**config.mk**
```make
export PLATFORM = sky130hd
export DESIGN_NAME = wiener_filter_apply
export DESIGN_NICKNAME = d
export VERILOG_FILES = /design/src/rtl/wiener_filter_apply.sv
export SDC_FILE = /design/constraint.sdc
export NUM_CORES = 1
export LEC_CHECK = 0
export CAP_MARGIN = 20
export CORE_ASPECT_RATIO = 1.1
export CORE_MARGIN = 4
export CORE_UTILIZATION = 30
export DETAILED_ROUTE_END_ITERATION = 12
export HOLD_SLACK_MARGIN = 0.02
export SLEW_MARGIN = 20
export SYNTH_ARGS = -nofsm -noshare
export SYNTH_HDL_FRONTEND = slang
export SYNTH_SLANG_ARGS = --single-unit
```
**constraint.sdc**
```tcl
create_clock -name clk -period 15 [get_ports clk]
set_clock_uncertainty 0.1 [all_clocks]
set_input_delay 1.5 -clock clk [delete_from_list [all_inputs] [get_ports clk]]
set_output_delay 1.5 -clock clk [all_outputs]
set_load 0.03 [all_outputs]
```
**src/rtl/wiener_filter_apply.sv**
```systemverilog
// Per-block Wiener gain divider and pixel filter.
// Gain and mean are double-buffered so a block's gain is computed while the previous block streams.
module wiener_filter_apply #(
    parameter int DATA_WIDTH    = 8,
    parameter int TOTAL_SAMPLES = 64,
    parameter int GAIN_FRAC     = 8
) (
    input  logic                      clk,
    input  logic                      rst,
    input  logic                      start_of_frame,
    input  logic                      stats_valid,
    input  logic [2*DATA_WIDTH-1:0]   block_variance,
    input  logic [2*DATA_WIDTH-1:0]   block_mean,
    input  logic [2*DATA_WIDTH-1:0]   noise_variance,
    input  logic                      pixel_valid,
    input  logic [DATA_WIDTH-1:0]     pixel_in,
    output logic [DATA_WIDTH-1:0]     pixel_out,
    output logic                      pixel_out_valid,
    output logic                      gain_underrun,
    output logic                      stats_overrun
);
    localparam int SW = 2 * DATA_WIDTH;
    localparam int RW = SW + 1;
    localparam int GW = GAIN_FRAC + 1;
    localparam int CW = $clog2(TOTAL_SAMPLES);
    localparam int KW = $clog2(GAIN_FRAC + 1);
    localparam int PW = DATA_WIDTH + GAIN_FRAC + 2;
    localparam logic [GW-1:0]        GAIN_ONE = {1'b1, {GAIN_FRAC{1'b0}}};
    localparam logic [KW-1:0]        LAST_BIT = KW'(GAIN_FRAC);
    localparam logic signed [PW-1:0] PIX_MAX  = $signed({{(PW-DATA_WIDTH){1'b0}}, {DATA_WIDTH{1'b1}}});

    typedef enum logic [1:0] {
        ST_IDLE = 2'd0,
        ST_DIV  = 2'd1,
        ST_DONE = 2'd2
    } state_t;

    state_t                   state_r, state_nxt_s;
    logic [RW-1:0]            rem_r, rem_sub_s;
    logic [SW-1:0]            divisor_r;
    logic [GW-1:0]            quot_r, gain_sat_s;
    logic [KW-1:0]            bit_cnt_r;
    logic [DATA_WIDTH-1:0]    mean_lat_r;
    logic                     rem_ge_s, num_zero_s, done_s, promote_s;

    logic [GW-1:0]            gain_pend_r, gain_act_r, gain_use_s;
    logic [DATA_WIDTH-1:0]    mean_pend_r, mean_act_r, mean_use_s;
    logic                     pend_valid_r;
    logic [CW-1:0]            pix_count_r;

    logic signed [DATA_WIDTH:0] diff_s;
    logic signed [PW-1:0]       prod_s, shifted_s, sum_s;
    logic signed [PW-1:0]       s1_prod_r;
    logic [DATA_WIDTH-1:0]      s1_mean_r, clamp_s;
    logic                       s1_valid_r;

    // Divider control, restoring-step arithmetic and quotient saturation
    always_comb begin
        state_nxt_s = state_r;
        num_zero_s  = (block_variance == {SW{1'b0}}) || (block_variance <= noise_variance);
        rem_ge_s    = (rem_r >= {1'b0, divisor_r});
        done_s      = (state_r == ST_DONE);
        promote_s   = pixel_valid && (pix_count_r == {CW{1'b0}});
        if (rem_ge_s) begin
            rem_sub_s = rem_r - {1'b0, divisor_r};
        end else begin
            rem_sub_s = rem_r;
        end
        if (quot_r > GAIN_ONE) begin
            gain_sat_s = GAIN_ONE;
        end else begin
            gain_sat_s = quot_r;
        end
        case (state_r)
            ST_IDLE: begin
                if (stats_valid) begin
                    state_nxt_s = ST_DIV;
                end else begin
                    state_nxt_s = ST_IDLE;
                end
            end
            ST_DIV: begin
                if (bit_cnt_r == LAST_BIT) begin
                    state_nxt_s = ST_DONE;
                end else begin
                    state_nxt_s = ST_DIV;
                end
            end
            ST_DONE: state_nxt_s = ST_IDLE;
            default: state_nxt_s = ST_IDLE;
        endcase
    end

    // Divider state and datapath registers
    always_ff @(posedge clk or posedge rst) begin
        if (rst) begin
            state_r    <= ST_IDLE;
            rem_r      <= {RW{1'b0}};
            divisor_r  <= {SW{1'b0}};
            quot_r     <= {GW{1'b0}};
            bit_cnt_r  <= {KW{1'b0}};
            mean_lat_r <= {DATA_WIDTH{1'b0}};
        end else begin
            state_r <= state_nxt_s;
            case (state_r)
                ST_IDLE: begin
                    if (stats_valid) begin
                        // Divisor forced non-zero so a zero numerator always yields gain 0
                        rem_r      <= num_zero_s ? {RW{1'b0}} : {1'b0, block_variance - noise_variance};
                        divisor_r  <= (block_variance == {SW{1'b0}}) ? SW'(1) : block_variance;
                        quot_r     <= {GW{1'b0}};
                        bit_cnt_r  <= {KW{1'b0}};
                        mean_lat_r <= block_mean[DATA_WIDTH-1:0];
                    end
                end
                ST_DIV: begin
                    quot_r    <= {quot_r[GW-2:0], rem_ge_s};
                    rem_r     <= {rem_sub_s[RW-2:0], 1'b0};
                    bit_cnt_r <= bit_cnt_r + KW'(1);
                end
                default: begin
                end
            endcase
        end
    end

    // Pending/active gain buffers and sticky error flags
    always_ff @(posedge clk or posedge rst) begin
        if (rst) begin
            gain_pend_r   <= {GW{1'b0}};
            mean_pend_r   <= {DATA_WIDTH{1'b0}};
            pend_valid_r  <= 1'b0;
            gain_act_r    <= {GW{1'b0}};
            mean_act_r    <= {DATA_WIDTH{1'b0}};
            gain_underrun <= 1'b0;
            stats_overrun <= 1'b0;
        end else begin
            if (promote_s && pend_valid_r) begin
                gain_act_r <= gain_pend_r;
                mean_act_r <= mean_pend_r;
            end
            // A DONE write wins over the clear from a same-cycle promotion
            if (done_s) begin
                gain_pend_r  <= gain_sat_s;
                mean_pend_r  <= mean_lat_r;
                pend_valid_r <= 1'b1;
            end else if (promote_s && pend_valid_r) begin
                pend_valid_r <= 1'b0;
            end
            if (start_of_frame) begin
                gain_underrun <= 1'b0;
                stats_overrun <= 1'b0;
            end else begin
                if (promote_s && !pend_valid_r) begin
                    gain_underrun <= 1'b1;
                end
                if ((stats_valid && (state_r != ST_IDLE)) || (done_s && pend_valid_r)) begin
                    stats_overrun <= 1'b1;
                end
            end
        end
    end

    // Pixel position within the block
    always_ff @(posedge clk or posedge rst) begin
        if (rst) begin
            pix_count_r <= {CW{1'b0}};
        end else if (start_of_frame) begin
            pix_count_r <= {CW{1'b0}};
        end else if (pixel_valid) begin
            pix_count_r <= pix_count_r + CW'(1);
        end
    end

    // First pixel of a block sees the freshly promoted gain and mean; output clamp
    always_comb begin
        if (promote_s && pend_valid_r) begin
            gain_use_s = gain_pend_r;
            mean_use_s = mean_pend_r;
        end else begin
            gain_use_s = gain_act_r;
            mean_use_s = mean_act_r;
        end
        diff_s    = $signed({1'b0, pixel_in}) - $signed({1'b0, mean_use_s});
        prod_s    = PW'(diff_s) * $signed({{(PW-GW){1'b0}}, gain_use_s});
        shifted_s = s1_prod_r >>> GAIN_FRAC;
        sum_s     = shifted_s + $signed({{(PW-DATA_WIDTH){1'b0}}, s1_mean_r});
        if (sum_s[PW-1]) begin
            clamp_s = {DATA_WIDTH{1'b0}};
        end else if (sum_s > PIX_MAX) begin
            clamp_s = {DATA_WIDTH{1'b1}};
        end else begin
            clamp_s = sum_s[DATA_WIDTH-1:0];
        end
    end

    // Two-stage pixel pipeline
    always_ff @(posedge clk or posedge rst) begin
        if (rst) begin
            s1_prod_r       <= {PW{1'b0}};
            s1_mean_r       <= {DATA_WIDTH{1'b0}};
            s1_valid_r      <= 1'b0;
            pixel_out       <= {DATA_WIDTH{1'b0}};
            pixel_out_valid <= 1'b0;
        end else begin
            s1_valid_r      <= pixel_valid;
            pixel_out_valid <= s1_valid_r;
            if (pixel_valid) begin
                s1_prod_r <= prod_s;
                s1_mean_r <= mean_use_s;
            end
            if (s1_valid_r) begin
                pixel_out <= clamp_s;
            end
        end
    end

endmodule

```
Word-level counts from Yosys, hierarchy flattened

Cells that the tools add are included.

Add/subtract/negate cells: 6
$mul: 1
Divide/modulo/power cells: 0
$lt $le $gt $ge: 4
Equality and inequality tests: 4
Shifts and indexed selects: 0
Multiplexer cells: 25
Bitwise logic cells: 0
Reductions and logical operators: 19

Operator list:

| kind                  | count |
|---|---|
| $mux W16              | 3 |
| $pmux W17 S2          | 1 |
| $sub A16 B16 Y16      | 2 |
| $mux W9               | 3 |
| $mux W8               | 3 |
| $mul A9 B10 Y18       | 1 |
| $pmux W9 S2           | 1 |
| $ge A17 B16 Y1        | 1 |
| $mux W17              | 1 |
| $le A16 B16 Y1        | 1 |
| $logic_not A16 Y1     | 1 |
| $mux W6               | 2 |
| $reduce_bool A2 Y1    | 6 |
| $add A10 B9 Y11       | 1 |
| $gt A11 B9 Y1 const B | 1 |
| $gt A9 B9 Y1 const B  | 1 |
| $sub A8 B8 Y9         | 1 |
| $pmux W4 S2           | 1 |
| $mux W1               | 7 |
| $add A6 B1 Y6 const B | 1 |
| $logic_not A6 Y1      | 1 |
| $logic_and A1 B1 Y1   | 5 |
| $add A4 B1 Y4 const B | 1 |
| $eq A4 B4 Y1 const B  | 1 |
| 10 further kinds      | 12 |

Register bits: 135
Latch bits: 0
Bits in writable memories: 0
Bits in read-only memories: 0
Input bits: 61
Memories kept: 0

Longest topological paths before layout

Gate-level depths: netlist of the first run.

Word-level depth: 6
Mapped depth: 34
Depth with buffers taken out: 33

Least setup slack after synthesis of the first run

No wires, ideal clock.

Path kind: input to register
From: input port pixel_valid
To: register s1_prod_r[17]
Setup time: 137 ps
Arrival: 9315 ps
Required time: 14763 ps
Setup slack: 5448 ps
Stages: 31
Buffers on the path: 2
Cells stage by stage: buf_2 > nor4b_4 > nand3_4 > buf_1 > mux2i_1 > ha_1 > a21o_1 > maj3_1 > o21ai_0 > a31oi_1 > maj3_1 > a21oi_1 > xor2_1 > nand2b_1 > fa_1 > fa_1 > inv_1 > fa_1 > fa_1 > inv_1 > fa_1 > inv_1 > ha_1 > or3_1 > a41oi_2 > o31ai_1 > o41a_1 > a211o_1 > a31oi_1 > xnor2_1 > a21oi_1

Longest elaborated chain between the ends: 5

RTL lines:

| what                 | line | RTL |
|---|---|---|
| from (decl)          | 15   | `input logic pixel_valid,` |
| $logic_and A1 B1 Y1  | 63   | `promote_s = pixel_valid && (pix_count_r == {CW{1'b0}});` |
| $logic_and A1 B1 Y1  | 177  | `if (promote_s && pend_valid_r) begin` |
| $mux W8              | --   |  |
| $sub A8 B8 Y9        | 184  | `diff_s = $signed({1'b0, pixel_in}) - $signed({1'b0, mean_use_s});` |
| $mul A9 B10 Y18      | 185  | `prod_s = PW'(diff_s) * $signed({{(PW-GW){1'b0}}, gain_use_s});` |
| to (signal assigned) | 200  | `s1_prod_r <= {PW{1'b0}};` |
| to (signal assigned) | 209  | `s1_prod_r <= prod_s;` |
| to (decl)            | 53   | `logic signed [PW-1:0] s1_prod_r;` |

Parallel ways exist; a longest one is shown, timed or not.
A chain may end at the register's enable or synchronous reset.

Worst setup path after layout of the first run

Ends and elaborated chain as after synthesis.

==> results.txt, run 1 <==
* Initial DRC count: 411
- The number of antenna violations at the first check in global routing was 2.
* Setup Crit Path Kind: input pin to register
- The netlist uses 62 different library cells.
- VDD IR max: 0.09522 mV
* Setup TNS Final: 0 ns
- Final GP Congestion: ~0.85
* Data arrival time at the worst-slack endpoint: roughly 11 ns
- Drt total wl: 22330 um
- Period Utilization, post-route: 0.7030
* Synthesized netlist cell count: ~1100
- Number of sinks handled by clock tree synthesis: roughly 130
- Ports placed on the boundary: approximately 70
- Power density of the placed cells: between 150 and 200 nW/um2
- Tightest Pin Transition: between 1 and 1.5 ns
- The die is ~200 um tall.
- The path class of the tightest hold or removal check is register to register.
- Based on the critical path, the design can be clocked at up to 94.83 MHz.
- The total overflow left after global routing is 0.
- Clock latency on the worst-skew pair, taken at its later pin, is around 0.43 ns.
- The via count of the first global-routing pass is around 7600.
- Post-Route Hold Slack: between 0.3 and 0.4 ns
- In this run the clock root is driven by a clkbuf_16.
* Register bit total from synthesis: between 100 and 150
- For this configuration, the core starts out at a cell density of 0.3050.
- Horizontal extent of the die: 181.2 um
- Critical path's most frequent cell: fa_1
- Number of nets with antenna violations after routing: 0
- Final count of negative-setup-slack endpoints: 0
* Global-route usage over all layers: 0.1264
- Worst slew margin: 0.3296
- The synthesized design spends more area on one cell type than any other, namely dfrtp_1.
* Slowest cell delay on critical path: roughly 0.58 ns
* Mean cell area of the mapped netlist: 9.166 um2
- Setup repair after global routing left no endpoint under its margin.
- STA classifies the critical path endpoint as a register.
- The routed layout has around 7500 vias.
- The die covers 35970 um2.
- Of all flip-flops after synthesis, the portion carrying an async set or reset was 1.000.
* Number of flops mapped to enable cells by yosys: 0
- Of the post-synthesis cell area, the dominant cell type holds 0.3210.
- Max Cap Viol: 0
* Most frequent cell after synthesis: inv_1
* Via density: 4.751
- On the critical path, the stage with the largest delay is an instance of xor2_1.
- Pin count of the biggest net entering global routing: 75
* Final net count: between 1000 and 1500
- Count of instances resized after the clock tree is built: 0
- Total nets after synthesis: 1288
- Average routed wire per standard cell: between 10 and 15 um
* Status: complete, no violations
- After layout, the minimum clock period comes to about 11 ns.
* Number of buffers inserted by post-CTS setup repair: 0
- Data on the critical path is required at its endpoint by between 15 and 20 ns.
- The worst setup path is launched from an input pin.
- Hold repair after CTS inserted 0 buffers.
- After clock tree synthesis, the clock-pin slew on the worst setup and hold paths is 0.06 ns.
- TritonCTS built the clock tree.
- The share of the Yosys chip area taken by registers is 0.3210.
- The number of antenna diodes in the final layout is 0.
- Netlist Area Pre-Place: roughly 9900 um2
- Top area cells in the synthesized netlist: dfrtp_1, ha_1, fa_1
* Commonest cells in the synthesized netlist: inv_1, dfrtp_1, nand2_1, nor2_1, ha_1
* Layout overhead on the synthesized area: 17.13%
- Of all nets on the critical path, the largest fanout is 34.
* First-pass GRT wire length: about 38000 um
- Leak: about 5.7 nW
- The floorplan step defined a core boundary enclosing about 32000 um2.
- H-tree levels: 4
* Cts bufs inserted: 17
- The clock passes through at most 2 buffers.
- Post-synth top flop: dfrtp_1
- Post-DP HPWL: between 15000 and 20000 um
- Standard-cell row count: slightly below 70
* Port Buffer Count: 63
- Yosys printed 0 warnings.
- The count of final hold-check violations is 0.
* Number of detailed-route iterations in the first pass: 5
- Of the cells placed in the final design, the portion with a size suffix greater than 1 is 0.07792.
- The final-report max-slew violation count was 0.
* Post-route DRC: 0
-- worst max-delay path, delay by kind of cell --
kind,cells,cell delay [ns]
compound gates,10,1.98
xor+xnor,2,0.72
fa+ha+maj,9,3.80
buf+inv,5,0.93
mux,1,0.39
simple gates,4,1.37
-- registers in the layout, summed over array words and instances, names as in the netlist --
signal           cells
gain_pend_r          9
mean_lat_r           8
state_r              2
stats_overrun        1
gain_underrun        1
mean_act_r           8
rem_r               17
mean_pend_r          8
bit_cnt_r            4
gain_act_r           9
s1_valid_r           1
divisor_r           16
s1_mean_r            8
pixel_out_valid      1
s1_prod_r           10
pixel_out            8
pix_count_r          6
quot_r               9
pend_valid_r         1
-- final timing paths --
path	slack, ns	startpoint	cells past startpoint	endpoint
worst max register to register	5.77	pix_count_r[0]$_DFFE_PP0P_	31	s1_prod_r[17]$_DFFE_PP0P_
worst min-delay path	0.38	mean_lat_r[5]$_DFFE_PP0P_	2	mean_lat_r[5]$_DFFE_PP0P_
max in group asynchronous	11.96	rst	3	quot_r[4]$_DFFE_PP0P_
worst max-delay path	4.45	pixel_valid	31	s1_prod_r[17]$_DFFE_PP0P_
min in group asynchronous	1.44	rst	2	mean_lat_r[7]$_DFFE_PP0P_
worst min register to register	0.38	mean_lat_r[5]$_DFFE_PP0P_	2	mean_lat_r[5]$_DFFE_PP0P_
-- per-stage QoR --
stage | setup slack [ns] | total power, mW | utilization | instance area, um2 | cells
floorplan | 5.448 | 1.581 | - | 9899 | 1080
global placement | 4.040 | 1.878 | 0.3397 | 11030 | 1549
global route | 3.891 | 2.530 | 0.3572 | 11590 | 1581
CTS | 4.414 | 2.320 | 0.3571 | 11590 | 1581
detailed placement | 4.012 | 1.893 | 0.3397 | 11030 | 1549
finish | 4.455 | 2.296 | 0.3572 | 11590 | 1581
-- cell usage in the layout (no fill, tap or decap), drive strengths merged, types with 7 or more instances in the layout --
| master | netlist | routed |
|---|---|---|
| a211oi | 7 | 7 |
| a21o | 19 | 19 |
| a21oi | 53 | 53 |
| a221oi | 7 | 7 |
| buf | 9 | 9 |
| clkbuf | 20 | 19 |
| clkdlybuf4s50 | 0 | 63 |
| dfrtp | 127 | 127 |
| fa | 53 | 53 |
| ha | 94 | 94 |
| inv | 139 | 141 |
| mux2 | 19 | 19 |
| mux2i | 27 | 27 |
| nand2 | 117 | 117 |
| nand2b | 30 | 30 |
| nand3 | 8 | 8 |
| nand4 | 11 | 11 |
| nor2 | 95 | 95 |
| nor2b | 16 | 16 |
| nor3 | 11 | 11 |
| nor4 | 8 | 8 |
| o21a | 7 | 7 |
| o21ai | 71 | 71 |
| or2 | 11 | 11 |
| xnor2 | 33 | 33 |
| xor2 | 19 | 19 |
-- per-layer routing --
metal	part of all wire	track usage	vias to the layer above
met5	0.00031	0	-
met4	0.014	0.03197	2
met3	0.038	0.02377	27
met2	0.48	0.2122	148
met1	0.47	0.1695	3592
li1	-	-	3743
-- cell type report --
| type | count | area, um2 |
|---|---|---|
| fill | 3356 | 20870 |
| multi-input combinational | 785 | 6095 |
| sequential | 127 | 3178 |
| timing repair buffer | 72 | 698.2 |
| tap | 426 | 533.0 |
| inverter | 139 | 524.3 |
| clock buffer | 19 | 452.9 |
| clock inverter | 13 | 113.9 |
-- where the power goes --
group	switching, mW	leakage (nW)	total, mW	internal (mW)
sequential	0.0803	1.61	0.557	0.476
clock	0.164	0.268	0.400	0.236
combinational	0.742	3.86	1.34	0.596
-- kinds of logic (layout without fill, tap and decap cells) --
group | Yosys count | count (layout) | share of synthesized area
AO/OA/AOI/OAI | 213 | 213 | 0.1361
XOR/XNOR | 52 | 52 | 0.04601
adder cells (fa/ha/maj) | 150 | 150 | 0.2291
buffers and inverters | 168 | 243 | 0.06395
flip-flops | 127 | 127 | 0.3210
multiplexers | 46 | 46 | 0.05056
AND/OR/NAND/NOR | 324 | 324 | 0.1532
(Power assumes the default switching activity.)
==> run 2: changes to the inputs <==
==> constraint.sdc (replaced) <==
create_clock -name clk -period 8.9 [get_ports clk]
set_clock_uncertainty 0.1 [all_clocks]
set_input_delay 0.89 -clock clk [delete_from_list [all_inputs] [get_ports clk]]
set_output_delay 0.89 -clock clk [all_outputs]
set_load 0.03 [all_outputs]
==> run 2 against run 1 <==
- worst hold slack worse by 0.0051 ns
- power up 74%
- critical endpoint unchanged
- sequential power grew 69%
- largest cell class unchanged
- via count increased by 0.36%
- die area did not move
==> results.txt, run 2 (synthesized netlist as in run 1, its figures left out) <==
- N_diodes: 0
- After routing the design area is around 12000 um2.
- The H-tree was split into 4 levels.
- Final count of negative-setup-slack endpoints: 0
* Max-slew violations: 0
- Hold-critical path endpoint: mean_lat_r[2]$_DFFE_PP0P_
- Across the VDD grid, the largest voltage drop is ~0.18 mV.
- Number of detailed-route iterations in the first pass: 7
* Switching portion of total power: 0.4269
- The top cell types in the final layout, fill and taps aside, are inv_1, dfrtp_1, nand2_1.
- Critical path's most frequent cell: fa_1
* Status: complete, no violations
* Setup Crit Path Kind: input pin to register
* Global-route usage over all layers: 0.1300
- FF-to-FF Start: pix_count_r[0]$_DFFE_PP0P_
- STA puts the critical path data required time at 9.08 ns.
- Power density of the placed cells: 339.0 nW/um2
- Via count of the first global-routing pass: just under 8000
- Logic depth of the worst register-to-register path: 31
- Hold buffers post-CTS: 0
- HP Start: mean_lat_r[2]$_DFFE_PP0P_
- Leak: around 6 nW
* Post-route DRC: 0
- For this run, the top clock speed supported by timing is approximately 120 MHz.
- The number of placed instances, taps included, is about 1600.
- Ports placed on the boundary: between 70 and 80
- Standard-cell row count: 69
- Pin count of the biggest net entering global routing: 77
- Clock-pin slew of the registers on the worst-case setup and hold paths: approximately 0.060 ns
- Data arrival time at the worst-slack endpoint: 8.66 ns
- Total gr overflow: 0
- Dividing the detail-routed wire length by the instance count gives ~14 um.
- For the pin with the worst max-slew slack, the measured transition is between 0.9 and 1 ns.
- Number of nets with antenna violations after routing: 0
* First-pass GRT wire length: about 39000 um
* Shortest period the worst path allows: ~8.5 ns
* Layout overhead on the synthesized area: 18.76%
- Of the total power, combinational logic draws 0.584.
- Port Buffer Count: 63
* Count of endpoints failing hold in the final timing report: 0
- Slowest cell delay on critical path: approximately 0.55 ns
* Initial DRC count: between 300 and 400
- Number of sinks handled by clock tree synthesis: approximately 130
- Via density: 4.724
* Number of antenna violations at the first check in global routing: 0
- The worst setup path is launched from an input pin.
- In this run the critical register-to-register path is captured at s1_prod_r[17]$_DFFE_PP0P_.
- Of the total power, the clock network draws 0.179.
- Drt total wl: around 23000 um
- In the final design database the tool counted about 1400 nets.
- Skew-Pair Late Insertion Delay: around 0.42 ns
- The detailed router placed about 7500 vias in this run.
- Count of instances resized after the clock tree is built: 0
- Kind of end point of the critical path: register
- The register with the most flip-flops in the layout has 17 of them.
- Worst reg2reg setup slack: 0.66 ns
* Post-DP HPWL: between 15000 and 20000 um
* Number of standard cells in the layout, taps in and fillers out: about 1600
- The analysis attributes to net switching a power of between 1.5 and 2 mW.
- The floorplan step defined a die boundary enclosing around 36000 um2.
- Initial Util: 0.3050
- Of the total power, registers draw 0.236.
- TritonCTS built the clock tree.
- Headroom to the max-slew limit came out at 0.3453.
- In this run the horizontal extent of the chip is 181.2 um.
- Clock tree synthesis inserted a total of 17 buffers.
- Min-Delay Path Class: register to register
- Setup repair after global routing left no endpoint under its margin.
- The worst hold path was traced through 2 stages.
* Most common cell after layout, fill and taps aside: inv_1
* Internal: ~2.3 mW
* Critical-path maximum fanout: 3
- The filler cells instantiated in the layout total roughly 3300.
* Number of buffers inserted by post-CTS setup repair: 0
- Period Utilization, post-route: 0.9520
- The largest individual stage delay along the critical path comes from the cell fa_1.
* Placeable core region: roughly 32000 um2
* Final GP Congestion: around 0.86
- Die Span Y: 198.5 um
- Register with the highest flop count: rem_r
- Max-cap violations in this run came to 0.
* Ratio of cells with drive above 1 in the final layout: 0.08974
- The largest registers in the layout are rem_r (17), divisor_r (16), s1_prod_r (10).
- Maximum number of buffers from clock root to sink: 2
- The tree is rooted in a clkbuf_16.
- Summing all placed instances gives a cell area of roughly 11000 um2.
* Setup TNS Final: 0 ns
-- run 2: changes by cell type in the layout (fill, tap and decap cells not counted), sizes merged --
cell,delta
buf,+15
bufinv,+1
clkinv,+2
inv,-1
clkinvlp,-4
clkbuf,+2
-- run 2: power by group through the flow --
| stage | logic (mW) | registers, mW | clock network [mW] |
|---|---|---|---|
| 2_1_floorplan | 1.72 | 0.942 | 0 |
| 3_3_place_gp | 2.28 | 0.946 | 0 |
| 3_5_place_dp | 2.31 | 0.952 | 0 |
| 4_1_cts | 2.35 | 0.944 | 0.728 |
| 5_1_grt | 2.65 | 0.969 | 0.754 |
| 6_report | 2.33 | 0.942 | 0.715 |
-- run 2: cell type report --
| type | count | area [um2] | area share |
|---|---|---|---|
| inverters | 139 | 524.3 | 0.04459 |
| well taps | 426 | 533.0 | 0.04534 |
| multi-input cells | 785 | 6100 | 0.5188 |
| flip-flops and latches | 127 | 3178 | 0.2703 |
| repair buffers | 87 | 810.8 | 0.06897 |
| clock buffers | 21 | 480.5 | 0.04087 |
| clock inverters | 11 | 130.1 | 0.01107 |
-- run 2: critical path, delay by kind of cell --
kind                       cells  cell delay, ns
AOI/OAI and AO/OA             10            1.93
and+or+nand+nor                4            0.90
adders and majority gates      9            3.83
buffers and inverters          4            0.62
muxes                          1            0.24
xor gates and xnor gates       2            0.25
-- run 2: routing by layer --
layer / share of wire / vias up / wire, um / track usage
met4: 0.0085 / 0 / 195 / 0.02419
li1: - / 3769 / - / -
met5: 0 / - / 0 / 0
met2: 0.48 / 136 / 10940 / 0.2254
met3: 0.037 / 18 / 850 / 0.02341
met1: 0.48 / 3616 / 10920 / 0.1728
-- run 2: how the worst max path moves through the flow --
stage / start / end / slack [ns] / cells after the start
6_report: pixel_valid / s1_prod_r[17]$_DFFE_PP0P_ / 0.43 / 30
5_1_grt: pixel_valid / s1_prod_r[17]$_DFFE_PP0P_ / 0.06 / 30
4_1_cts: pixel_valid / s1_prod_r[17]$_DFFE_PP0P_ / 0.39 / 30
3_5_place_dp: pixel_valid / s1_prod_r[17]$_DFFE_PP0P_ / -0.02 / 30
3_3_place_gp: pixel_valid / s1_prod_r[17]$_DFFE_PP0P_ / 0.06 / 28
2_1_floorplan: pixel_valid / s1_prod_r[17]$_DFFE_PP0P_ / 0.09 / 29
-- run 2: through the flow --
step	setup WS [ns]	utilization	total power [mW]	hold slack [ns]
floorplan	0.09038	-	2.666	0.3417
global placement	0.05586	0.3434	3.226	0.3597
detailed placement	-0.01638	0.3434	3.265	0.3598
CTS	0.3935	0.3622	4.021	0.3748
global route	0.05502	0.3622	4.369	0.3821
finish	0.4273	0.3622	3.986	0.3719
